--- src/rtl/serv_ram_arbiter.sv ---
// Single-port RAM32 arbiter for SERV: serialises ibus/dbus onto one RAM port
// with fixed 2-cycle latency, plus a byte-wide host load/readback path.
module serv_ram_arbiter #(
  parameter int AW        = 5,
  parameter bit DBUS_PRIO = 1'b1
) (
  input  logic          clk,
  input  logic          rst_n,
  input  logic          host_en,
  input  logic [AW+1:0] host_addr,
  input  logic          host_we,
  input  logic [7:0]    host_wdata,
  output logic [7:0]    host_rdata,
  output logic          host_rdy,
  input  logic          ibus_cyc,
  input  logic [31:0]   ibus_adr,
  output logic [31:0]   ibus_rdt,
  output logic          ibus_ack,
  input  logic          dbus_cyc,
  input  logic [31:0]   dbus_adr,
  input  logic          dbus_we,
  input  logic [31:0]   dbus_dat,
  input  logic [3:0]    dbus_sel,
  output logic [31:0]   dbus_rdt,
  output logic          dbus_ack,
  output logic          ram_en,
  output logic [AW-1:0] ram_a,
  output logic [3:0]    ram_we,
  output logic [31:0]   ram_di,
  input  logic [31:0]   ram_do,
  output logic          err_oob
);

  typedef enum logic [1:0] {IDLE, ACCESS, RESP} state_t;

  state_t        state, state_nxt;
  logic          gnt_dbus;   // granted master of the current transaction, doubles as last_grant
  logic [AW-1:0] word_q;
  logic          oob_q;
  logic          we_q;
  logic [31:0]   dat_q;
  logic [3:0]    sel_q;
  logic [1:0]    lane_q;
  logic          host_vld_q;

  logic          host_act;
  logic          req_any;
  logic          pick_dbus;
  logic          grant;
  logic          unused_bits;

  assign unused_bits = &{1'b0, ibus_adr[1:0], dbus_adr[1:0]};

  always_comb begin
    // rst_n gates the host path so no RAM write can leak out while reset is held
    host_act = (state == IDLE) && host_en && rst_n;
    req_any  = ibus_cyc | dbus_cyc;
    if (ibus_cyc && dbus_cyc)
      pick_dbus = DBUS_PRIO ? 1'b1 : ~gnt_dbus;
    else
      pick_dbus = dbus_cyc;
    grant = (state == IDLE) && !host_en && req_any;

    state_nxt = state;
    case (state)
      IDLE:    if (grant) state_nxt = ACCESS;
      ACCESS:  state_nxt = RESP;
      RESP:    state_nxt = IDLE;
      default: state_nxt = IDLE;
    endcase
  end

  always_comb begin
    ram_en   = 1'b0;
    ram_a    = '0;
    ram_we   = '0;
    ram_di   = '0;
    host_rdy = host_act;
    ibus_ack = 1'b0;
    ibus_rdt = '0;
    dbus_ack = 1'b0;
    dbus_rdt = '0;

    if (host_act) begin
      ram_en = 1'b1;
      ram_a  = host_addr[AW+1:2];
      if (host_we) begin
        ram_we = 4'b0001 << host_addr[1:0];
        ram_di = {24'b0, host_wdata} << {host_addr[1:0], 3'b000};
      end
    end else if (state == ACCESS && !oob_q) begin
      ram_en = 1'b1;
      ram_a  = word_q;
      ram_we = we_q ? sel_q : '0;
      ram_di = dat_q;
    end

    if (state == RESP) begin
      if (gnt_dbus) begin
        dbus_ack = 1'b1;
        dbus_rdt = (!oob_q && !we_q) ? ram_do : '0;
      end else begin
        ibus_ack = 1'b1;
        ibus_rdt = !oob_q ? ram_do : '0;
      end
    end

    host_rdata = host_vld_q ? ram_do[{lane_q, 3'b000} +: 8] : '0;
  end

  always_ff @(posedge clk or negedge rst_n) begin
    if (!rst_n) begin
      state      <= IDLE;
      gnt_dbus   <= 1'b0;
      word_q     <= '0;
      oob_q      <= 1'b0;
      we_q       <= 1'b0;
      dat_q      <= '0;
      sel_q      <= '0;
      lane_q     <= '0;
      host_vld_q <= 1'b0;
      err_oob    <= 1'b0;
    end else begin
      state      <= state_nxt;
      host_vld_q <= host_act;
      if (host_act)
        lane_q <= host_addr[1:0];
      if (grant) begin
        gnt_dbus <= pick_dbus;
        word_q   <= pick_dbus ? dbus_adr[AW+1:2] : ibus_adr[AW+1:2];
        oob_q    <= pick_dbus ? (dbus_adr[31:AW+2] != '0) : (ibus_adr[31:AW+2] != '0);
        we_q     <= pick_dbus & dbus_we;
        dat_q    <= pick_dbus ? dbus_dat : '0;
        sel_q    <= pick_dbus ? dbus_sel : '0;
      end
      if (state == ACCESS && oob_q)
        err_oob <= 1'b1;
    end
  end

endmodule

--- config.mk ---
export PLATFORM = sky130hd
export DESIGN_NAME = serv_ram_arbiter
export DESIGN_NICKNAME = d
export VERILOG_FILES = /design/src/rtl/serv_ram_arbiter.sv
export SDC_FILE = /design/constraint.sdc
export NUM_CORES = 1
export LEC_CHECK = 0
export CAP_MARGIN = 20
export CORE_AREA = 2 2 105 107
export CTS_CLUSTER_DIAMETER = 40
export DETAILED_ROUTE_END_ITERATION = 10
export DIE_AREA = 0 0 107 109
export PLACE_DENSITY = 0.76
export SLEW_MARGIN = 10
export SYNTH_ARGS = -nofsm -noshare
export SYNTH_HDL_FRONTEND = slang
export SYNTH_SLANG_ARGS = --single-unit
--- constraint.sdc ---
create_clock -name clk -period 2.5 [get_ports clk]
set_input_delay 0.75 -clock clk [delete_from_list [all_inputs] [get_ports clk]]
set_output_delay 0.75 -clock clk [all_outputs]
set_load 0.1 [all_outputs]
==> results.yml <==
placement:
  postPlaceCellArea_mm2: 0.00767
  post-place-ws_ns: -0.576
  dp.cells: 715
  port_buffers: 267
  gp_congestion: 0.810
  dp_hpwl_um: 11800
synth:
  synth_warnings: 0
  async_flop_share_pct: 100
  syn_avg_cell_area_um2: 10.6
  yosys_register_bits: 50
  ys.flop_type: "dfrtp_1"
  synth_nets: 446
  synthDistinctLibCells: 31
  synth_edf_count: 0
  netlist_instances: 292
  seq_area_frac_synth_pct: 40.4
  syn-cell-area_mm2: 0.00310
setup_path:
  worstPathArrival_ns: 2.06
  rrSetupSlack_ns: 0.82
  critPathLaunch: "host_en"
  start_kind: "input pin"
  crit_type: "in -> out"
  worstRegToRegCells: 6
  critPathMaxFanout: 6
  crit_path_end_kind: "output pin"
  cp.required_ns: 1.75
  r2r-start: "state[1]"
  cp-endpoint: "ram_di[19]"
  rr_endpoint: "dat_q[4]"
floorplan:
  coreArea_mm2: 0.0106
  rows: 38
  die_height_um: 109
  io_pins: 272
  fp.dieW_um: 107
  start_util_pct: 29.2
  die_area_mm2: 0.0117
global_route:
  grt_max_degree: 51
  grt_pass1_vias: 4102
  gr-usage-all-layers_pct: 26.2
  grt_overflow: 0
  grt_antenna_before_repair: 1
  grt_pass1_wl_um: 23500
timing:
  setup-violations-final: 74
  period_needed_ns: 2.81
  fmax_mhz: 356
  hold_viol: 0
  slew_viol_final: 0
  setup_ws_ns: -0.309
  fin_skew_ns: 0.0130
  finalCritPeriodShare_pct: 112
  rsz0062_at_grt: "yes"
  worst_pin_slew_ns: 0.653
  relSlewSlack_pct: 56.5
clocking:
  htreeDepth: 2
  clock_path_buffers: 2
  clkTransAtPathRegs_ns: 0.08
  clk_latency_ns: 0.31
  cts_tree: "built"
  root_buffer: "clkbuf_8"
  cts.sinks: 50
  numCtsBuffers: 5
run_status:
  status: "finished, violations left"
  violations: "negative setup slack"
drt:
  routed-via-count: 3780
  via_per_inst: 5.11
  first_pass_iters: 5
  drt_iter0_drc: 203
  drc: 0
  routed_wl_um: 15600
  route.detailed.wl_per_inst_um: 21.1
  ant_nets: 0
run:
  maxCapViolCount: 0
cells_and_area:
  layout.filler_cells: 633
  drive_above_1_share_pct: 58.4
  stdcell_count: 740
  syn_to_final_growth_pct: 163
  regArea_mm2: 0.00125
  stdcell_area_mm2: 0.00814
  multi_input_area_mm2: 0.00223
  fin_nets: 752
pwr:
  power_leakage_nw: 3.58
  powerDensity_mw_per_mm2: 432
  ir_drop_uv: 282
worst_hold_path:
  hp-class: "reg -> reg"
  hold_path_depth: 1
how the worst min path moves through the flow:
| stage | startpoint | end | slack, ns |
|---|---|---|---|
| after floorplan | rst_n | dat_q[0] | 0.45 |
| after global placement | err_oob | err_oob | 0.45 |
| after detailed placement | err_oob | err_oob | 0.45 |
| after CTS | err_oob | err_oob | 0.47 |
| after global routing | err_oob | err_oob | 0.49 |
| final | err_oob | err_oob | 0.47 |
cell type report:
class                           count  area share [%]
Timing Repair Buffer              324            53.7
Multi-Input combinational cell    214            27.5
Sequential cell                    50            15.4
Tap cell                          140            2.15
Clock buffer                        7            1.06
Inverter                            3           0.138
Clock inverter                      1           0.108
Antenna cell                        1          0.0308
flip-flops by register name (all words and copies together) (netlist names):
register    count
dat_q          32
word_q          5
sel_q           4
lane_q          2
state           2
err_oob         1
gnt_dbus        1
host_vld_q      1
oob_q           1
we_q            1
worst max-delay path, cell delays in order:
cell	delay (ns)
buf_6	0.07
and4bb_2	0.26
buf_6	0.12
nand2_4	0.07
buf_12	0.14
nor3_4	0.16
buf_6	0.18
a22o_4	0.14
buf_12	0.17
logic make-up (layout without fill, tap and decap cells):
| group | Yosys count | in the layout | synth area share (%) |
|---|---|---|---|
| flip-flops | 50 | 50 | 40.4 |
| AND/OR/NAND/NOR | 117 | 117 | 24.6 |
| AO/OA/AOI/OAI | 87 | 87 | 24.4 |
| other | 0 | 1 | 0 |
| multiplexers | 10 | 10 | 6.54 |
| buffers and inverters | 28 | 335 | 4.08 |
power by group:
| group | internal (W) | switching (W) |
|---|---|---|
| logic | 0.000884 | 0.000988 |
| registers | 0.000964 | 0.000169 |
| clock network | 0.000230 | 0.000284 |
routing by layer:
| metal | vias to the layer above | wire [um] | global-route usage, % |
|---|---|---|---|
| met5 | - | 0 | 0 |
| met1 | 1872 | 5790 | 28.8 |
| li1 | 1721 | - | - |
| met3 | 15 | 880 | 5.68 |
| met2 | 172 | 8730 | 51.2 |
| met4 | 0 | 250 | 6.22 |
Yosys cell counts, drive strengths merged (2+ instances only):
master | count | area share [%]
nor3b | 4 | 0.97
clkbuf | 10 | 1.2
a31o | 4 | 1.1
a22o | 74 | 21
buf | 15 | 2.5
nand3 | 3 | 0.89
nor2b | 3 | 0.61
nor2 | 8 | 1.5
inv | 3 | 0.36
nor4 | 11 | 2.4
o21ai | 2 | 0.32
mux4 | 8 | 5.8
and2 | 73 | 15
nand4 | 2 | 0.40
dfrtp | 50 | 40
mux2 | 2 | 0.73
a221o | 4 | 1.3
nor3 | 8 | 2.0
nand2 | 2 | 0.24
a21o | 2 | 0.48
placed cells by master, fill, tap and decap left out, types with 5 or more instances in the layout:
cell,instances
dfrtp_1,49
buf_2,11
clkbuf_8,6
nor3_1,5
clkdlybuf4s50_1,112
buf_6,16
buf_12,124
mux4_2,8
and2_2,61
clkdlybuf4s15_1,5
clkbuf_2,16
a22o_1,37
a22o_4,37
and2_4,8
buf_4,32
nor4_1,10
metrics by stage:
stage          hold slack [ns]  setup TNS (ns)  util, %  power (W)
2_1_floorplan            0.454           -6.36        -    0.00207
3_3_place_gp             0.446          -22.76     72.4    0.00285
3_5_place_dp             0.454          -23.83     72.4    0.00290
4_1_cts                  0.474          -12.05     76.6    0.00349
5_1_grt                  0.489          -14.61     76.7    0.00365
6_report                 0.473           -8.53     76.7    0.00352
what timing repair did:
action	in CTS	in global routing
pin swaps	14	12
cloned	3	3
endpoints found under the setup margin	105	115
resized for setup	145	29
hold buffers	0	0
buffers inserted	10	8
Note: power is estimated with default switching activity, not from simulation.
